[config.mk]
export PLATFORM = sky130hd
export DESIGN_NAME = lw_sha_axi4_regif_flat
export DESIGN_NICKNAME = d
export VERILOG_FILES = /design/src/rtl/lw_sha_axi4_regif_if.sv /design/src/rtl/lw_sha_axi4_regif.sv /design/src/flat_wrapper.sv
export SDC_FILE = /design/constraint.sdc
export NUM_CORES = 2
export LEC_CHECK = 0
export ABC_AREA = 1
export ABC_CLOCK_PERIOD_IN_PS = 22700
export CAP_MARGIN = 40
export CORE_AREA = 2 2 472 474
export DETAILED_ROUTE_END_ITERATION = 8
export DIE_AREA = 0 0 474 476
export PLACE_DENSITY = 0.43
export SLEW_MARGIN = 20
export SYNTH_ARGS = -nofsm -noshare
export SYNTH_HDL_FRONTEND = slang
export SYNTH_SLANG_ARGS = --single-unit
[constraint.sdc]
create_clock -name aclk -period 22.7 [get_ports aclk]
set_clock_uncertainty 0.2 [all_clocks]
set_input_delay 3.405 -clock aclk [delete_from_list [all_inputs] [get_ports aclk]]
set_output_delay 3.405 -clock aclk [all_outputs]
set_load 0.01 [all_outputs]
[src/rtl/lw_sha_axi4_regif_if.sv]
// lw_sha_axi4_regif_if: AXI4 slave-side bus bundle for the SHA/HMAC register front end.
interface lw_sha_axi4_regif_if #(
    parameter int ADDR_W     = 12,
    parameter int DATA_WIDTH = 32
);
    logic [ADDR_W-1:0]     awaddr;
    logic [7:0]            awlen;
    logic [2:0]            awsize;
    logic [1:0]            awburst;
    logic [3:0]            awid;
    logic                  awvalid;
    logic                  awready;
    logic [DATA_WIDTH-1:0] wdata;
    logic                  wlast;
    logic                  wvalid;
    logic                  wready;
    logic [1:0]            bresp;
    logic                  bvalid;
    logic                  bready;
    logic [ADDR_W-1:0]     araddr;
    logic [7:0]            arlen;
    logic [2:0]            arsize;
    logic [1:0]            arburst;
    logic                  arvalid;
    logic                  arready;
    logic [DATA_WIDTH-1:0] rdata;
    logic [1:0]            rresp;
    logic                  rlast;
    logic                  rvalid;
    logic                  rready;

    modport master (
        output awaddr, awlen, awsize, awburst, awid, awvalid,
        output wdata, wlast, wvalid, bready,
        output araddr, arlen, arsize, arburst, arvalid, rready,
        input  awready, wready, bresp, bvalid, arready, rdata, rresp, rlast, rvalid
    );

    modport slave (
        input  awaddr, awlen, awsize, awburst, awid, awvalid,
        input  wdata, wlast, wvalid, bready,
        input  araddr, arlen, arsize, arburst, arvalid, rready,
        output awready, wready, bresp, bvalid, arready, rdata, rresp, rlast, rvalid
    );
endinterface

[src/rtl/lw_sha_axi4_regif.sv]
// lw_sha_axi4_regif: AXI4 register front end of the SHA/HMAC core (CFG/CTL/STS/HASH/DIN/KEY).
module lw_sha_axi4_regif #(
    parameter int DATA_WIDTH = 32,
    parameter int ADDR_W     = 12,
    parameter int KEY_WORDS  = 16,
    parameter int DIG_WORDS  = 16
) (
    input  logic                            aclk,
    input  logic                            areset,
    lw_sha_axi4_regif_if.slave              axi,
    output logic                            irq,
    input  logic [3:0]                      random_i,
    output logic [4:0]                      core_mode_o,
    output logic                            core_init_o,
    output logic                            core_last_o,
    output logic [DATA_WIDTH-1:0]           core_din_o,
    output logic                            core_din_valid_o,
    input  logic                            core_din_ready_i,
    output logic [KEY_WORDS*DATA_WIDTH-1:0] core_key_o,
    input  logic                            core_busy_i,
    input  logic                            core_done_i,
    input  logic [DIG_WORDS*DATA_WIDTH-1:0] core_digest_i,
    output logic                            core_srst_o,
    output logic [3:0]                      core_random_o
);
    localparam logic [ADDR_W-1:0] A_CFG  = 'h010;
    localparam logic [ADDR_W-1:0] A_CTL  = 'h020;
    localparam logic [ADDR_W-1:0] A_STS  = 'h030;
    localparam logic [ADDR_W-1:0] A_HASH = 'h100;
    localparam logic [ADDR_W-1:0] A_DIN  = 'h140;
    localparam logic [ADDR_W-1:0] A_KEY  = 'h150;
    localparam int KI = $clog2(KEY_WORDS);
    localparam int HI = $clog2(DIG_WORDS);

    typedef enum logic [1:0] {W_IDLE, W_DATA, W_RESP} wst_t;
    typedef enum logic {R_IDLE, R_DATA} rst_t;

    wst_t                  w_state, w_next;
    rst_t                  r_state, r_next;
    logic                  up;
    logic [ADDR_W-1:0]     w_addr;
    logic [7:0]            w_len, w_cnt;
    logic                  w_drop, w_err;
    logic [ADDR_W-1:0]     r_addr, rd_addr;
    logic [7:0]            r_len, r_cnt;
    logic                  r_incr;
    logic [DATA_WIDTH-1:0] cfg, rd_val;
    logic [1:0]            ctl;
    logic                  done, rd_err, rd_hash;
    logic [KI-1:0]         kidx;
    logic [DATA_WIDTH-1:0] kw [KEY_WORDS];
    logic [3:0]            rnd;
    logic                  aw_hs, w_hs, w_end, ar_hs, r_hs;
    logic                  is_din, w_beat0, cfg_wr, ctl_wr, key_wr, aw_busy_din;

    assign aw_hs       = axi.awvalid && axi.awready;
    assign w_hs        = axi.wvalid && axi.wready;
    assign w_end       = w_hs && (axi.wlast || w_cnt == w_len);
    assign ar_hs       = axi.arvalid && axi.arready;
    assign r_hs        = axi.rvalid && axi.rready;
    assign is_din      = w_addr == A_DIN;
    assign aw_busy_din = axi.awaddr == A_DIN && core_busy_i;
    assign w_beat0     = w_hs && w_cnt == 8'd0 && !w_err;
    assign cfg_wr      = w_beat0 && w_addr == A_CFG;
    assign ctl_wr      = w_beat0 && w_addr == A_CTL;
    assign key_wr      = w_hs && w_addr == A_KEY;

    always_ff @(posedge aclk or posedge areset) begin
        if (areset) w_state <= W_IDLE;
        else        w_state <= w_next;
    end

    always_comb begin
        w_next = w_state;
        case (w_state)
            W_IDLE:  w_next = aw_hs ? W_DATA : W_IDLE;
            W_DATA:  w_next = w_end ? W_RESP : W_DATA;
            W_RESP:  w_next = axi.bready ? W_IDLE : W_RESP;
            default: w_next = W_IDLE;
        endcase
    end

    // A drained DIN burst must accept beats even when the core is not ready.
    always_comb begin
        axi.awready      = up && w_state == W_IDLE;
        axi.wready       = w_state == W_DATA && (!is_din || w_drop || core_din_ready_i);
        axi.bvalid       = w_state == W_RESP;
        axi.bresp        = (w_state == W_RESP && w_err) ? 2'b10 : 2'b00;
        core_din_valid_o = w_state == W_DATA && is_din && !w_drop && axi.wvalid && core_din_ready_i;
        core_din_o       = axi.wdata;
    end

    always_ff @(posedge aclk or posedge areset) begin
        if (areset) begin
            w_addr <= '0;
            w_len  <= '0;
            w_cnt  <= '0;
            w_drop <= 1'b0;
            w_err  <= 1'b0;
        end else if (aw_hs) begin
            w_addr <= axi.awaddr;
            w_len  <= axi.awlen;
            w_cnt  <= '0;
            w_drop <= aw_busy_din;
            w_err  <= aw_busy_din || !(axi.awaddr == A_CFG || axi.awaddr == A_CTL ||
                                       axi.awaddr == A_DIN || axi.awaddr == A_KEY);
        end else if (w_hs) begin
            w_cnt  <= w_cnt + 8'd1;
        end
    end

    // Soft reset (CFG[31]) holds CTL, key, key index and the done flag cleared.
    always_ff @(posedge aclk or posedge areset) begin
        if (areset) begin
            up          <= 1'b0;
            rnd         <= '0;
            cfg         <= '0;
            ctl         <= '0;
            core_init_o <= 1'b0;
            done        <= 1'b0;
            kidx        <= '0;
            for (int i = 0; i < KEY_WORDS; i++) kw[i] <= '0;
        end else begin
            up          <= 1'b1;
            rnd         <= random_i;
            cfg         <= cfg_wr ? axi.wdata : cfg;
            core_init_o <= ctl_wr && axi.wdata[0] && !cfg[DATA_WIDTH-1];
            if (cfg[DATA_WIDTH-1]) begin
                ctl  <= '0;
                done <= 1'b0;
                kidx <= '0;
                for (int i = 0; i < KEY_WORDS; i++) kw[i] <= '0;
            end else begin
                ctl  <= ctl_wr ? axi.wdata[1:0] : ctl;
                done <= core_done_i || (done && !ctl_wr);
                if (ctl_wr && axi.wdata[0]) begin
                    kidx <= '0;
                end else if (key_wr) begin
                    kw[kidx] <= axi.wdata;
                    kidx     <= kidx + 1'b1;
                end
            end
        end
    end

    for (genvar g = 0; g < KEY_WORDS; g++) begin : g_key
        assign core_key_o[DATA_WIDTH*(KEY_WORDS-1-g) +: DATA_WIDTH] = kw[g];
    end

    assign irq           = done;
    assign core_mode_o   = cfg[4:0];
    assign core_srst_o   = cfg[DATA_WIDTH-1];
    assign core_last_o   = ctl[1];
    assign core_random_o = rnd;

    always_ff @(posedge aclk or posedge areset) begin
        if (areset) r_state <= R_IDLE;
        else        r_state <= r_next;
    end

    always_comb begin
        r_next = r_state;
        case (r_state)
            R_IDLE:  r_next = ar_hs ? R_DATA : R_IDLE;
            R_DATA:  r_next = (r_hs && axi.rlast) ? R_IDLE : R_DATA;
            default: r_next = R_IDLE;
        endcase
    end

    always_comb begin
        axi.arready = up && r_state == R_IDLE;
        axi.rvalid  = r_state == R_DATA;
    end

    // Read data is looked up for the next beat's address and registered, so it holds under stall.
    always_comb begin
        rd_addr = ar_hs ? axi.araddr : (r_incr ? r_addr + ADDR_W'(4) : r_addr);
        rd_hash = rd_addr >= A_HASH && rd_addr < A_HASH + ADDR_W'(4 * DIG_WORDS) && rd_addr[1:0] == 2'b00;
        rd_val  = rd_addr == A_CFG ? cfg :
                  rd_addr == A_CTL ? {{(DATA_WIDTH-2){1'b0}}, ctl} :
                  rd_addr == A_STS ? {{(DATA_WIDTH-5){1'b0}}, core_busy_i, 3'b000, done} :
                  rd_hash          ? core_digest_i[DATA_WIDTH*rd_addr[2 +: HI] +: DATA_WIDTH] :
                                     '0;
        rd_err  = !(rd_addr == A_CFG || rd_addr == A_CTL || rd_addr == A_STS || rd_hash);
    end

    always_ff @(posedge aclk or posedge areset) begin
        if (areset) begin
            r_addr    <= '0;
            r_len     <= '0;
            r_cnt     <= '0;
            r_incr    <= 1'b0;
            axi.rdata <= '0;
            axi.rresp <= '0;
            axi.rlast <= 1'b0;
        end else if (ar_hs) begin
            r_addr    <= axi.araddr;
            r_len     <= axi.arlen;
            r_cnt     <= '0;
            r_incr    <= axi.arburst != 2'b00;
            axi.rdata <= rd_val;
            axi.rresp <= {rd_err, 1'b0};
            axi.rlast <= axi.arlen == 8'd0;
        end else if (r_hs && !axi.rlast) begin
            r_addr    <= rd_addr;
            r_cnt     <= r_cnt + 8'd1;
            axi.rdata <= rd_val;
            axi.rresp <= {rd_err, 1'b0};
            axi.rlast <= r_cnt + 8'd1 == r_len;
        end
    end
endmodule

[src/flat_wrapper.sv]
// flat-port wrapper written by rule: the top's interface ports become plain ports
module lw_sha_axi4_regif_flat 
#(
    parameter int DATA_WIDTH = 32,
    parameter int ADDR_W     = 12,
    parameter int KEY_WORDS  = 16,
    parameter int DIG_WORDS  = 16
)
  (aclk, areset, irq, random_i, core_mode_o, core_init_o, core_last_o, core_din_o, core_din_valid_o, core_din_ready_i, core_key_o, core_busy_i, core_done_i, core_digest_i, core_srst_o, core_random_o, axi_awaddr, axi_awlen, axi_awsize, axi_awburst, axi_awid, axi_awvalid, axi_wdata, axi_wlast, axi_wvalid, axi_bready, axi_araddr, axi_arlen, axi_arsize, axi_arburst, axi_arvalid, axi_rready, axi_awready, axi_wready, axi_bresp, axi_bvalid, axi_arready, axi_rdata, axi_rresp, axi_rlast, axi_rvalid);
  lw_sha_axi4_regif_if #(.ADDR_W(ADDR_W), .DATA_WIDTH(DATA_WIDTH)) axi_i ();
  input  logic aclk;
  input  logic areset;
  output logic irq;
  input  logic [3:0] random_i;
  output logic [4:0] core_mode_o;
  output logic core_init_o;
  output logic core_last_o;
  output logic [DATA_WIDTH-1:0] core_din_o;
  output logic core_din_valid_o;
  input  logic core_din_ready_i;
  output logic [KEY_WORDS*DATA_WIDTH-1:0] core_key_o;
  input  logic core_busy_i;
  input  logic core_done_i;
  input  logic [DIG_WORDS*DATA_WIDTH-1:0] core_digest_i;
  output logic core_srst_o;
  output logic [3:0] core_random_o;
  input wire logic [$bits(axi_i.awaddr)-1:0] axi_awaddr;
  input wire logic [$bits(axi_i.awlen)-1:0] axi_awlen;
  input wire logic [$bits(axi_i.awsize)-1:0] axi_awsize;
  input wire logic [$bits(axi_i.awburst)-1:0] axi_awburst;
  input wire logic [$bits(axi_i.awid)-1:0] axi_awid;
  input wire logic [$bits(axi_i.awvalid)-1:0] axi_awvalid;
  input wire logic [$bits(axi_i.wdata)-1:0] axi_wdata;
  input wire logic [$bits(axi_i.wlast)-1:0] axi_wlast;
  input wire logic [$bits(axi_i.wvalid)-1:0] axi_wvalid;
  input wire logic [$bits(axi_i.bready)-1:0] axi_bready;
  input wire logic [$bits(axi_i.araddr)-1:0] axi_araddr;
  input wire logic [$bits(axi_i.arlen)-1:0] axi_arlen;
  input wire logic [$bits(axi_i.arsize)-1:0] axi_arsize;
  input wire logic [$bits(axi_i.arburst)-1:0] axi_arburst;
  input wire logic [$bits(axi_i.arvalid)-1:0] axi_arvalid;
  input wire logic [$bits(axi_i.rready)-1:0] axi_rready;
  output wire logic [$bits(axi_i.awready)-1:0] axi_awready;
  output wire logic [$bits(axi_i.wready)-1:0] axi_wready;
  output wire logic [$bits(axi_i.bresp)-1:0] axi_bresp;
  output wire logic [$bits(axi_i.bvalid)-1:0] axi_bvalid;
  output wire logic [$bits(axi_i.arready)-1:0] axi_arready;
  output wire logic [$bits(axi_i.rdata)-1:0] axi_rdata;
  output wire logic [$bits(axi_i.rresp)-1:0] axi_rresp;
  output wire logic [$bits(axi_i.rlast)-1:0] axi_rlast;
  output wire logic [$bits(axi_i.rvalid)-1:0] axi_rvalid;
  assign axi_i.awaddr = axi_awaddr;
  assign axi_i.awlen = axi_awlen;
  assign axi_i.awsize = axi_awsize;
  assign axi_i.awburst = axi_awburst;
  assign axi_i.awid = axi_awid;
  assign axi_i.awvalid = axi_awvalid;
  assign axi_i.wdata = axi_wdata;
  assign axi_i.wlast = axi_wlast;
  assign axi_i.wvalid = axi_wvalid;
  assign axi_i.bready = axi_bready;
  assign axi_i.araddr = axi_araddr;
  assign axi_i.arlen = axi_arlen;
  assign axi_i.arsize = axi_arsize;
  assign axi_i.arburst = axi_arburst;
  assign axi_i.arvalid = axi_arvalid;
  assign axi_i.rready = axi_rready;
  assign axi_awready = axi_i.awready;
  assign axi_wready = axi_i.wready;
  assign axi_bresp = axi_i.bresp;
  assign axi_bvalid = axi_i.bvalid;
  assign axi_arready = axi_i.arready;
  assign axi_rdata = axi_i.rdata;
  assign axi_rresp = axi_i.rresp;
  assign axi_rlast = axi_i.rlast;
  assign axi_rvalid = axi_i.rvalid;
  lw_sha_axi4_regif #(.DATA_WIDTH(DATA_WIDTH), .ADDR_W(ADDR_W), .KEY_WORDS(KEY_WORDS), .DIG_WORDS(DIG_WORDS)) u_core (.aclk(aclk), .areset(areset), .axi(axi_i), .irq(irq), .random_i(random_i), .core_mode_o(core_mode_o), .core_init_o(core_init_o), .core_last_o(core_last_o), .core_din_o(core_din_o), .core_din_valid_o(core_din_valid_o), .core_din_ready_i(core_din_ready_i), .core_key_o(core_key_o), .core_busy_i(core_busy_i), .core_done_i(core_done_i), .core_digest_i(core_digest_i), .core_srst_o(core_srst_o), .core_random_o(core_random_o));
endmodule
==> impl_results.html <==
<table>
<tr><th>Metric</th><th>Value</th></tr>
<tr><th colspan="2">Worst setup path</th></tr>
<tr><td>Worst setup path endpoint</td><td>core_din_valid_o</td></tr>
<tr><td>Data arrival time of the worst path</td><td>5210 ps</td></tr>
<tr><td>Startpoint of the worst setup timing path</td><td>axi_wvalid</td></tr>
<tr><td>Max stage delay cell, worst path</td><td>sky130_fd_sc_hd__clkdlybuf4s50_1</td></tr>
<tr><td>Worst setup path category</td><td>input pin to primary output</td></tr>
<tr><td>Buf+Inv Stages, Crit Path</td><td>2</td></tr>
<tr><td>CP most frequent cell</td><td>sky130_fd_sc_hd__clkdlybuf4s50_1</td></tr>
<tr><td>Maximum cell stage delay along the critical path</td><td>820 ps</td></tr>
<tr><td>Data required time at the worst endpoint</td><td>19100 ps</td></tr>
<tr><td>Depth of the most critical reg-to-reg path</td><td>15</td></tr>
<tr><td>End of the worst register-to-register path</td><td>u_core.axi.rdata[20]$_DFFE_PP0P_</td></tr>
<tr><td>Worst Setup Start Kind</td><td>input pin</td></tr>
<tr><td>Flop-to-flop setup slack</td><td>17250 ps</td></tr>
<tr><td>RR Startpoint</td><td>u_core.axi.rvalid$_DFF_PP0_</td></tr>
<tr><td>Worst setup EP type</td><td>primary output</td></tr>
<tr><td>Kind of cell adding the most delay to the critical path</td><td>buffers and inverters</td></tr>
<tr><td>CP cell instances</td><td>clkdlybuf4s50_1 &gt; nand3_1 &gt; nor4_1 &gt; clkdlybuf4s50_1</td></tr>
<tr><td>Maximum fanout encountered on the critical timing path</td><td>2</td></tr>
<tr><td>Crit. path cell count</td><td>4</td></tr>
<tr><th colspan="2">Clock network</th></tr>
<tr><td>CTS buffer count</td><td>83</td></tr>
<tr><td>Number of cells upsized or downsized after cts</td><td>0</td></tr>
<tr><td>Clock latency on the worst-skew pair</td><td>730 ps</td></tr>
<tr><td>Clock sink count</td><td>653</td></tr>
<tr><td>Maximum buffer depth of the clock tree</td><td>3</td></tr>
<tr><td>Clock Tree Root</td><td>sky130_fd_sc_hd__clkbuf_16</td></tr>
<tr><td>Setup repair bufs after CTS</td><td>0</td></tr>
<tr><td>Clock tree from TritonCTS</td><td>yes</td></tr>
<tr><td># hold bufs at CTS</td><td>0</td></tr>
<tr><td>CTS clk-pin slew, worst paths</td><td>50 ps</td></tr>
<tr><td>Htree depth</td><td>3</td></tr>
<tr><th colspan="2">Finish</th></tr>
<tr><td>Number of nets at the end of the flow</td><td>5595</td></tr>
<tr><td>Area delta synth-&gt;final</td><td>60.82%</td></tr>
<tr><td>Proportion of layout cells with a drive suffix above 1</td><td>6.425%</td></tr>
<tr><td>Final Instance Area</td><td>49290 µm²</td></tr>
<tr><td>Most common cell after layout, fill and taps aside</td><td>sky130_fd_sc_hd__nand2_1</td></tr>
<tr><td>Top library cells by usage in the layout, fill and taps aside</td><td>sky130_fd_sc_hd__nand2_1 (1608), sky130_fd_sc_hd__clkdlybuf4s50_1 (1198), sky130_fd_sc_hd__dfrtp_1 (652)</td></tr>
<tr><th colspan="2">Logic synthesis</th></tr>
<tr><td>Fraction of the yosys area taken by sequential cells</td><td>53.32%</td></tr>
<tr><td>Mean area per synthesized cell</td><td>7.889 µm²</td></tr>
<tr><td>Cell taking the most area after synthesis</td><td>sky130_fd_sc_hd__dfrtp_1</td></tr>
<tr><td>Total of warnings raised by yosys</td><td>0</td></tr>
<tr><td>Post-Synthesis Cells</td><td>3885</td></tr>
<tr><td>Library cells used by synthesis</td><td>48</td></tr>
<tr><td>Cell types with the largest area share after synthesis</td><td>sky130_fd_sc_hd__dfrtp_1 (53%), sky130_fd_sc_hd__nand2_1 (20%), sky130_fd_sc_hd__o21ai_0 (9.0%), sky130_fd_sc_hd__nand3_1 (4.7%), sky130_fd_sc_hd__buf_2 (1.9%)</td></tr>
<tr><td>Summed instance area of the synthesized netlist</td><td>30650 µm²</td></tr>
<tr><td>Proportion of netlist area held by the largest area contributor</td><td>53.32%</td></tr>
<tr><td>Flops &amp; latches, synth</td><td>653</td></tr>
<tr><th colspan="2">Route</th></tr>
<tr><td>Vias per std cell</td><td>3.955</td></tr>
<tr><td>Routed wirelength normalized by instance count</td><td>25.58 µm</td></tr>
<tr><td>Post-DRT Antenna Nets</td><td>0</td></tr>
<tr><td>Total wire length after detailed routing</td><td>205.8 mm</td></tr>
<tr><td>DRC violation count after routing</td><td>0</td></tr>
<tr><td>Total number of vias</td><td>31.82k</td></tr>
<tr><td>Count of routing violations after the opening detailed-route iteration</td><td>2318</td></tr>
<tr><td>Length of the first detailed-routing pass in iterations</td><td>5</td></tr>
<tr><th colspan="2">STA</th></tr>
<tr><td>Final setup vio count</td><td>0</td></tr>
<tr><td>Final critical path time including I/O delays and setup</td><td>8814 ps</td></tr>
<tr><td>Sum of negative setup slack</td><td>0 ps</td></tr>
<tr><td>Fmax</td><td>0.1135 GHz</td></tr>
<tr><td>Unrepaired setup endpoints after global routing</td><td>no</td></tr>
<tr><td>Number of endpoints with negative hold slack in the final report</td><td>0</td></tr>
<tr><td>Pin slew with the least headroom to its limit</td><td>897.3 ps</td></tr>
<tr><td>Portion of the clock cycle consumed by the worst path in the final layout</td><td>38.83%</td></tr>
<tr><td>Slew Viols, Final</td><td>0</td></tr>
<tr><td>Worst-case setup margin in the final layout</td><td>13890 ps</td></tr>
<tr><td>Worst hold slack after final layout</td><td>278.8 ps</td></tr>
<tr><td>Worst slew slack as a fraction of its limit</td><td>39.95%</td></tr>
<tr><th colspan="2">Place</th></tr>
<tr><td>Total half-perimeter wirelength after legalization and detailed placement</td><td>158.5 mm</td></tr>
<tr><td>Placement Cell Area</td><td>46190 µm²</td></tr>
<tr><td>IO Port Bufs</td><td>1198</td></tr>
<tr><td>Gpl congestion</td><td>0.8618</td></tr>
<tr><td>Post-placement setup slack</td><td>13820 ps</td></tr>
<tr><th colspan="2">Die</th></tr>
<tr><td>Die Outline Area</td><td>225600 µm²</td></tr>
<tr><td>Initial Utilization</td><td>13.87%</td></tr>
<tr><td>Total I/O pin count</td><td>1213</td></tr>
<tr><td>Number of placement rows</td><td>173</td></tr>
<tr><td>Core footprint</td><td>221000 µm²</td></tr>
<tr><td>Die boundary width</td><td>474 µm</td></tr>
<tr><td>Y dimension of the die</td><td>476 µm</td></tr>
<tr><th colspan="2">Global route</th></tr>
<tr><td>Number of antenna violations at the first check in global routing</td><td>53</td></tr>
<tr><td>Grt ovf</td><td>0</td></tr>
<tr><td>Pin count of the biggest net entering global routing</td><td>126</td></tr>
<tr><td>All-layer global routing usage</td><td>17.53%</td></tr>
<tr><td>Wire length of the first global-routing pass</td><td>273.8 mm</td></tr>
<tr><td>Via count of the first global-routing pass</td><td>32.00k</td></tr>
<tr><th colspan="2">Pwr</th></tr>
<tr><td>Psw</td><td>2224 µW</td></tr>
<tr><td>Power per cell area</td><td>100.3 nW/µm²</td></tr>
<tr><td>Clock Power Share</td><td>29.2%</td></tr>
<tr><td>Fraction of power spent switching nets</td><td>44.98%</td></tr>
<tr><td>Leakage power</td><td>0.02085 µW</td></tr>
<tr><td>Share of total power in sequential cells</td><td>26.4%</td></tr>
<tr><td>Maximum vdd drop</td><td>0.09970 mV</td></tr>
<tr><td>Internal cell power</td><td>2720 µW</td></tr>
<tr><td>Relative contribution of combinational cells to total power</td><td>44.4%</td></tr>
<tr><td>Total Power Consumption</td><td>4944 µW</td></tr>
<tr><th colspan="2">Worst hold path</th></tr>
<tr><td>Hold WC Path Type</td><td>flip-flop to flip-flop</td></tr>
<tr><th colspan="2">Run status</th></tr>
<tr><td>Result of the run</td><td>finished clean</td></tr>
<tr><th colspan="2">Job</th></tr>
<tr><td>Number of maximum-capacitance violations</td><td>0</td></tr>
</table>
[logic make-up after synthesis]
group	count (synthesis)	share of synthesized area (%)
XOR/XNOR	19	0.5430
AO/OA/AOI/OAI	687	11.48
other	2	0.02450
adder cells (fa/ha/maj)	8	0.3266
buffers and inverters	422	6.532
AND/OR/NAND/NOR	2094	27.78
flip-flops	653	53.32
[sequential cells by signal, summed over array words and instances, names as in the netlist, 8 cells and up]
register	count
u_core.axi.rdata	32
u_core.cfg	32
u_core.core_key_o	512
u_core.r_addr	12
u_core.r_cnt	8
u_core.r_len	8
u_core.w_addr	12
u_core.w_cnt	8
u_core.w_len	8
[power groups by stage]
stage	clock (µW)	sequential [µW]	combinational, µW
finish	1440	1300	2200
detailed placement	0	1320	2230
global placement	0	1320	2210
global route	1530	1310	2410
floorplan	0	1320	1200
CTS	1480	1300	2240
[through the flow]
| stage | instances | util (%) |
|---|---|---|
| finish | 8045 | 22.30 |
| global placement | 7836 | 20.65 |
| global route | 8035 | 22.29 |
| floorplan | 3886 | - |
| detailed placement | 7863 | 20.90 |
| CTS | 8017 | 22.26 |
[how the worst min path moves through the flow]
stage	startpoint	to	slack (ps)	cells past startpoint
2_1_floorplan	u_core.w_addr[11]$_DFFE_PP0P_	u_core.w_addr[11]$_DFFE_PP0P_	250	2
3_3_place_gp	u_core.w_addr[1]$_DFFE_PP0P_	u_core.w_addr[1]$_DFFE_PP0P_	260	2
3_5_place_dp	u_core.w_addr[2]$_DFFE_PP0P_	u_core.w_addr[2]$_DFFE_PP0P_	270	2
4_1_cts	u_core.w_addr[2]$_DFFE_PP0P_	u_core.w_addr[2]$_DFFE_PP0P_	280	2
5_1_grt	u_core.w_addr[2]$_DFFE_PP0P_	u_core.w_addr[2]$_DFFE_PP0P_	290	2
6_report	u_core.w_addr[1]$_DFFE_PP0P_	u_core.w_addr[1]$_DFFE_PP0P_	280	2
[worst register-to-register path: stages (launching register included)]
cell and delay (ps):
sky130_fd_sc_hd__dfrtp_1 450, sky130_fd_sc_hd__inv_2 100, sky130_fd_sc_hd__nand3_4 310, sky130_fd_sc_hd__inv_2 470, sky130_fd_sc_hd__nand2_1 220, sky130_fd_sc_hd__nand2_8 620, sky130_fd_sc_hd__buf_4 690, sky130_fd_sc_hd__buf_4 740
sky130_fd_sc_hd__nand2_1 210, sky130_fd_sc_hd__nand3_1 210, sky130_fd_sc_hd__nand2_1 100, sky130_fd_sc_hd__nand2_1 60, sky130_fd_sc_hd__nand2_1 190, sky130_fd_sc_hd__nor2_1 450, sky130_fd_sc_hd__a21oi_1 140, sky130_fd_sc_hd__a21oi_1 150
[Yosys cell counts (all sizes together)]
cell / number
nor3: 13
a31oi: 1
o31ai: 2
xor2: 10
o21ai: 607
dfrtp: 653
conb: 2
or2: 7
xnor2: 9
nor4: 8
o22ai: 6
and2: 3
nor3b: 1
nor2: 122
inv: 124
nand4: 12
a32oi: 1
nand3b: 1
o21bai: 1
clkbuf: 117
buf: 181
o2bb2ai: 1
nand3: 295
ha: 8
a41oi: 1
a22o: 1
a21oi: 66
nand2: 1632
[cell type report]
| type | count | area (µm²) |
|---|---|---|
| flip-flops and latches | 653 | 16340 |
| inverters | 124 | 478.0 |
| clock buffers | 118 | 2429 |
| well taps | 2975 | 3722 |
| clock inverters | 36 | 578.1 |
| fillers | 24530 | 171700 |
| multi-input cells | 2811 | 12530 |
| diodes | 27 | 67.56 |
| repair buffers | 1301 | 13140 |
[metal layers]
| layer | up-vias | wire [µm] | global-route usage [%] |
|---|---|---|---|
| li1 | 14660 | - | - |
| met1 | 15610 | 78650 | 19.71 |
| met2 | 1284 | 99800 | 30.05 |
| met3 | 251 | 17550 | 5.406 |
| met4 | 14 | 9704 | 8.531 |
| met5 | - | 103 | 0 |
(Power assumes the default switching activity.)
